--- src/rtl/instr_loader.sv ---
// Boot-time instruction loader: assembles a big-endian byte stream into words,
// writes them to instruction memory from address 0, and holds the core in reset until done.
module instr_loader #(
  parameter int unsigned PC_WIDTH    = 8,
  parameter int unsigned INSTR_WIDTH = 32
) (
  input  logic                   clk,
  input  logic                   RST,
  input  logic [7:0]             in_data,
  input  logic                   in_valid,
  output logic                   in_ready,
  input  logic                   reload,
  output logic                   imem_we,
  output logic [PC_WIDTH-1:0]    imem_addr,
  output logic [INSTR_WIDTH-1:0] imem_data,
  output logic                   pipe_RST,
  output logic                   busy,
  output logic                   done,
  output logic                   err
);

  localparam int unsigned BPW = INSTR_WIDTH / 8;
  localparam int unsigned BCW = (BPW > 1) ? $clog2(BPW) : 1;
  localparam int unsigned AW  = PC_WIDTH + 1;

  typedef enum logic [2:0] {
    CNT_HI,
    CNT_LO,
    LOAD,
    WRITE,
    DONE,
    ERR
  } state_t;

  state_t                 state, state_next;
  logic [15:0]            word_cnt;
  logic [AW-1:0]          addr;
  logic [BCW-1:0]         byte_cnt;
  logic [INSTR_WIDTH-1:0] asm_word, asm_next;
  logic [15:0]            cnt_rx;
  logic                   xfer, last_byte, last_word, cnt_over;

  assign xfer      = in_valid && in_ready;
  assign asm_next  = (asm_word << 8) | INSTR_WIDTH'(in_data);
  assign last_byte = (byte_cnt == BCW'(BPW - 1));
  // Address is one bit wider than imem_addr so a full-capacity image ends without wrapping.
  assign last_word = ((32'(addr) + 32'd1) == 32'(word_cnt));
  assign cnt_rx    = {word_cnt[15:8], in_data};
  assign cnt_over  = (32'(cnt_rx) > (32'd1 << PC_WIDTH));

  always_ff @(posedge clk or negedge RST) begin
    if (!RST) state <= CNT_HI;
    else      state <= state_next;
  end

  always_comb begin
    state_next = state;
    unique case (state)
      CNT_HI: if (xfer) state_next = CNT_LO;
      CNT_LO: begin
        if (xfer) begin
          if (cnt_rx == 16'd0) state_next = DONE;
          else if (cnt_over)   state_next = ERR;
          else                 state_next = LOAD;
        end
      end
      LOAD:      if (xfer && last_byte) state_next = WRITE;
      WRITE:     state_next = last_word ? DONE : LOAD;
      DONE, ERR: if (reload) state_next = CNT_HI;
      default:   state_next = CNT_HI;
    endcase
  end

  always_comb begin
    in_ready = 1'b0;
    busy     = 1'b1;
    done     = 1'b0;
    err      = 1'b0;
    unique case (state)
      CNT_HI, CNT_LO, LOAD: in_ready = 1'b1;
      DONE: begin
        busy = 1'b0;
        done = 1'b1;
      end
      ERR: begin
        busy = 1'b0;
        err  = 1'b1;
      end
      default: ;
    endcase
  end

  always_ff @(posedge clk or negedge RST) begin
    if (!RST) begin
      word_cnt  <= '0;
      addr      <= '0;
      byte_cnt  <= '0;
      asm_word  <= '0;
      imem_we   <= 1'b0;
      imem_addr <= '0;
      imem_data <= '0;
      pipe_RST  <= 1'b0;
    end else begin
      imem_we  <= 1'b0;
      // Tracking next state makes the core reset follow DONE entry and reload exit in lockstep.
      pipe_RST <= (state_next == DONE);
      unique case (state)
        CNT_HI: if (xfer) word_cnt[15:8] <= in_data;
        CNT_LO: begin
          if (xfer) begin
            word_cnt[7:0] <= in_data;
            addr          <= '0;
            byte_cnt      <= '0;
          end
        end
        LOAD: begin
          if (xfer) begin
            asm_word <= asm_next;
            if (last_byte) begin
              byte_cnt  <= '0;
              imem_we   <= 1'b1;
              imem_addr <= addr[PC_WIDTH-1:0];
              imem_data <= asm_next;
            end else begin
              byte_cnt <= byte_cnt + 1'b1;
            end
          end
        end
        WRITE: if (!last_word) addr <= addr + 1'b1;
        DONE, ERR: begin
          if (reload) begin
            word_cnt <= '0;
            addr     <= '0;
            byte_cnt <= '0;
            asm_word <= '0;
          end
        end
        default: ;
      endcase
    end
  end

endmodule

--- config.mk ---
export PLATFORM = sky130hd
export DESIGN_NAME = instr_loader
export DESIGN_NICKNAME = d
export VERILOG_FILES = /design/src/rtl/instr_loader.sv
export SDC_FILE = /design/constraint.sdc
export NUM_CORES = 1
export LEC_CHECK = 0
export ABC_AREA = 0
export CELL_PAD_IN_SITES_DETAIL_PLACEMENT = 1
export CELL_PAD_IN_SITES_GLOBAL_PLACEMENT = 2
export CORE_MARGIN = 3
export CORE_UTILIZATION = 38
export DETAILED_ROUTE_END_ITERATION = 7
export DONT_BUFFER_PORTS = 1
export PLACE_DENSITY_LB_ADDON = 0.1
export SKIP_LAST_GASP = 1
export SYNTH_ARGS = -nofsm -noshare
export SYNTH_HDL_FRONTEND = slang
export SYNTH_SLANG_ARGS = --single-unit
--- constraint.sdc ---
create_clock -name clk -period 2 [get_ports clk]
set_input_delay 0.4 -clock clk [delete_from_list [all_inputs] [get_ports clk]]
set_output_delay 0.4 -clock clk [all_outputs]
set_load 0.01 [all_outputs]
; After elaboration in Yosys (flattened, before gate mapping)
; Index checks and enable logic that the tools add are counted.
[op_classes]
n_reduce_logical = 17
bitwise_logic = 1
mux = 31
addsub = 3
n_lt_le_gt_ge = 1
eq_ne = 13
[ops]
columns = cell, n
row1 = two-way mux 24 bit, 2
row2 = one-hot mux 24 bit (2 select lines), 1
row3 = bitwise OR 32 x 8 -> 32 bit, 1
row4 = one-hot mux 8 bit (2 select lines), 2
row5 = two-way mux 9 bit, 3
row6 = one-hot mux 9 bit (3 select lines), 1
row7 = two-way mux 3 bit, 7
row8 = == test 10 x 16 -> 1 bit, 1
row9 = "> comparator 16 x 9 -> 1 bit, second input constant", 1
row10 = zero test 16 bit, 1
row11 = two-way mux 16 bit, 1
row12 = one-hot mux 3 bit (5 select lines), 1
row13 = AND reduction 3 bit, 4
row14 = "adder 9 x 1 -> 10 bit, second input constant", 1
row15 = "adder 9 x 1 -> 9 bit, second input constant", 1
row16 = "== test 3 bit, second input constant", 3
row17 = two-way mux 2 bit, 4
row18 = two-way mux 8 bit, 1
row19 = "!= test 2 bit, second input constant", 4
row20 = AND reduction 4 bit, 2
row21 = two-way mux 1 bit, 7
row22 = "== test 3 x 2 -> 1 bit, second input constant", 2
row23 = one-hot mux 2 bit (3 select lines), 1
row24 = nonzero test 2 bit, 3
row25 = other kinds (9), 11
[totals]
reg_bits = 96

; Depth between registers and ports, before layout
[depth]
word_depth = 8
ltp_mapped = 8
mapped_depth_nobuf = 7

; Worst setup path after synthesis
; Ideal clock, no wire load.
[synth_timing]
kind = register to register
startpoint = register addr[0]
endpoint = register addr[2]
arrival_ps = 2130
path_buffers = 0
required_ps = 1931
synth_period_minus_slack_ps = 2199
setup_ps = 69
slack_ps = -199
stages_incl_launch_ff = 7
path_cell_list = dfrtp_1 -> nand3_4 -> or3_4 -> a2111oi_4 -> nand3_4 -> or4_1 -> nand3_1
[synth_via]
elab_chain_len = 4
word_cells_on_any_way = 7
classes_between = add/sub (2) / eq/ne (2) / mux (2) / reduce/logical (1)
[synth_rtl]
columns = item, line
row1 = "start, declared", 37  ; logic [AW-1:0] addr;
row2 = "start signal, assigned", 129  ; WRITE: if (!last_word) addr <= addr + 1'b1;
row3 = adder 9 x 1 -> 10 bit, 47  ; assign last_word = ((32'(addr) + 32'd1) == 32'(word_cnt));
row4 = == test 10 x 16 -> 1 bit, 47
row5 = != test 2 bit (no line), --
row6 = AND reduction 4 bit (no line), --
; Parallel ways exist; a longest one is shown, timed or not. The select of a mux whose other input is x is not followed.
; A chain may end at the register's enable or synchronous reset.

; Final worst setup path
[layout_timing]
startpoint = register word_cnt[13]
endpoint = register addr[3]
[layout_via]
elab_chain_len = 3
[layout_rtl]
columns = item, line
row1 = "start, declared", 36  ; logic [15:0] word_cnt;
row2 = "start signal, assigned", 108  ; CNT_HI: if (xfer) word_cnt[15:8] <= in_data;
row3 = == test 10 x 16 -> 1 bit, 47
row4 = != test 2 bit (no line), --
row5 = AND reduction 4 bit (no line), --
; No other way between the ends.

==> impl_metrics.json <==
{
  "status": "finished with violations",
  "violations": "hold timing, setup timing",
  "via_count": 3103,
  "routedWlPerCell_microns": 20.1,
  "cts_max_path_buffers": 2,
  "clk_latency_ns": 0.34,
  "synthArstFlopShare_pct": 100,
  "crit_start": "word_cnt[13]",
  "nFillCells": 1168,
  "design.portCount": 58,
  "p_leak_nw": 2.47,
  "grt_max_degree": 97,
  "path_buf_inv": 1,
  "syn_area_sq_mm": 0.00432,
  "start_kind": "flip-flop",
  "rsz0062_at_grt": "yes",
  "synth_seq_cells": 96,
  "path_clk_slew_ns": 0.07,
  "syn_avg_cell_area_sq_um": 11.7,
  "finalCritPeriodShare_pct": 110,
  "worst_setup_path_end_kind": "flip-flop",
  "vias_per_cell": 5.54,
  "fmax_ghz": 0.453,
  "drive_gt1_share_pct": 35.0,
  "finalHoldViolCount": 96,
  "synth_edf_count": 0,
  "fin_hold_ws_ns": -0.253,
  "ir_drop_mv": 0.518,
  "cap_viol_max_count": 0,
  "cpPeakStageDelay_ns": 0.44,
  "yosysSeqAreaShare_pct": 55.7,
  "multi_input_area_sq_mm": 0.00195,
  "synthCells": 369,
  "path_max_fanout": 5,
  "ys_top_cells_by_area": "dfrtp_1 (56%), mux2_2 (8.9%), a22o_1 (6.5%)",
  "root_buffer": "clkbuf_16",
  "fin_util_pct": 48.6,
  "grt_overflow": 0,
  "tritoncts": "done",
  "fin_crit_ns": 2.21,
  "drtIter0Drc": 161,
  "timing.rr.end": "addr[3]",
  "yosysWarnings": 0,
  "cp_slowest_cell": "a2111oi_4",
  "die_y_microns": 113,
  "cp_data_arrival_time_ns": 2.49,
  "synth_nets": 383,
  "reg2reg_depth": 7,
  "clock_sinks": 96,
  "drc": 0,
  "path_class": "reg2reg",
  "tightest_slew_ns": 0.721,
  "die_x_microns": 113,
  "routed_wl_microns": 11300,
  "htreeDepth": 3,
  "cts_inserted_buffers": 9,
  "syn_to_final_growth_pct": 23.8,
  "nets": 430,
  "first_pass_iters": 4,
  "p_per_area_mw_per_mm2": 1100,
  "gr-usage-all-layers_pct": 18.6,
  "start_util_pct": 39.3,
  "dp_hpwl_microns": 7740,
  "rows": 38,
  "cp_top_family": "simple AND/OR/NAND/NOR gates",
  "antenna_found_initial": 0,
  "crit_path_cell_trace": "nor4_1 > nand2_1 > a2111oi_4 > nand3_4 > buf_6 > or4_1 > nand3_1",
  "crit_end": "addr[3]",
  "synth_top_cell_area_share_pct": 55.7,
  "antenna_left": 0,
  "setup_slack_ns": -0.207,
  "core_area_sq_mm": 0.0110,
  "r2r_setup_slack_ns": -0.21,
  "synth.distinct_cells": 46,
  "maxSlewViolCount": 0,
  "grt_pass1_wl_microns": 18500,
  "hold_path_class": "in2async",
  "numPortBuffers": 0,
  "gp_congestion": 0.817,
  "slew_headroom_pct": 51.8,
  "final-setup-viol-count": 11,
  "die_area_sq_mm": 0.0127,
  "synthFlopType": "dfrtp_1",
  "worst-path-stages": 7,
  "seq_area_sq_mm": 0.00240,
  "r2r-start": "word_cnt[13]",
  "cp_data_required_time_ns": 2.28,
  "first_global_vias": 3294,
  "diodes": 0,
  "synth_area_leader_cell": "dfrtp_1",
  "clock-skew-final_ns": 0.00585
}
## metal layers
metal,global-route usage (%),up-vias,wire length (microns)
met2,27.0,58,5020
met4,7.21,0,196
li1,-,1453,-
met5,0,-,0
met1,27.3,1579,5590
met3,3.99,13,446
## worst min path at each step
stage | end | start | slack (ns)
after floorplan | addr[0] | RST | 0.10
after global placement | addr[2] | RST | 0.11
after detailed placement | imem_addr[3] | RST | 0.11
after CTS | imem_addr[3] | RST | -0.27
after global routing | addr[2] | RST | -0.28
final | imem_addr[3] | RST | -0.25
## registers in the layout, summed over array words and instances (netlist names)
| register | cells |
|---|---|
| pipe_RST | 1 |
| byte_cnt | 2 |
| state | 3 |
| imem_data | 32 |
| asm_word | 24 |
| imem_we | 1 |
| word_cnt | 16 |
| imem_addr | 8 |
| addr | 9 |
## Yosys cell counts (6+ instances only)
cell and count:
nand2_1 40, o21ai_0 12, mux2_2 34, buf_2 6
a21oi_1 7, nor2_1 11, nor3_1 7, mux2_1 8
nor3b_1 6, nand3_1 9, dfrtp_1 96, a22o_1 32
o21ai_1 6, xnor2_1 8, clkbuf_1 20
## final cells by class
type	instances	area share, %
well taps	140	3.28
flip-flops and latches	96	45.0
clock inverters	4	1.01
clock buffers	11	4.54
inverters	3	0.211
multi-input cells	244	36.6
repair buffers	62	9.37
## kinds of logic after synthesis
| group | synth area share (%) |
|---|---|
| and+or+nand+nor | 13.1 |
| xor gates and xnor gates | 2.03 |
| AOI/OAI and AO/OA | 14.7 |
| adders and majority gates | 0.580 |
| buffers and inverters | 2.70 |
| muxes | 11.2 |
| DFF | 55.7 |
## worst reg2reg max path: stages, from the launching register on
cell and delay [ns]:
dfrtp_1 0.38, nor4_1 0.32, nand2_1 0.21, a2111oi_4 0.44, nand3_4 0.16, buf_6 0.16
or4_1 0.39, nand3_1 0.10
## per-stage QoR
step	instance area [sq um]	setup TNS (ns)	std cells	worst slack, ns	power [mW]
2_1_floorplan	4350	-0.108	369	-0.102	3.39
3_5_place_dp	4830	-1.75	536	-0.226	4.02
5_1_grt	5340	-2.71	560	-0.302	6.25
6_report	5340	-1.50	560	-0.207	5.89
3_3_place_gp	4830	-1.28	536	-0.181	3.99
4_1_cts	5270	-1.39	559	-0.192	5.90
## layout by cell type (no fill, tap or decap), drive strengths merged, types with 6 or more instances in the layout
| cell type | synthesis | routed |
|---|---|---|
| nor2 | 11 | 11 |
| a21oi | 7 | 7 |
| and3 | 7 | 7 |
| and2 | 6 | 6 |
| dfrtp | 96 | 96 |
| a22o | 32 | 32 |
| nor3 | 7 | 7 |
| nand2 | 40 | 40 |
| buf | 6 | 62 |
| clkbuf | 20 | 11 |
| mux2 | 42 | 42 |
| o21ai | 18 | 18 |
| nor3b | 6 | 6 |
| xnor2 | 8 | 8 |
| nand3 | 11 | 11 |
## report_power, final
group          internal, mW  leakage (nW)  total [mW]  switching, mW
registers              2.20          1.31        2.49          0.289
logic                 0.737          1.02        1.65          0.916
clock network          1.00         0.138        1.74          0.743
total                  3.94          2.47        5.89           1.95
## what timing repair did
| item | 4_1_cts | 5_1_grt |
|---|---|---|
| buffers inserted | 8 | 1 |
| endpoints found under the hold margin | 96 | 96 |
| pin swaps | 11 | 5 |
| gates resized for setup | 19 | 13 |
| setup endpoints to repair | 12 | 72 |
Power figures use the tool's default switching activity.
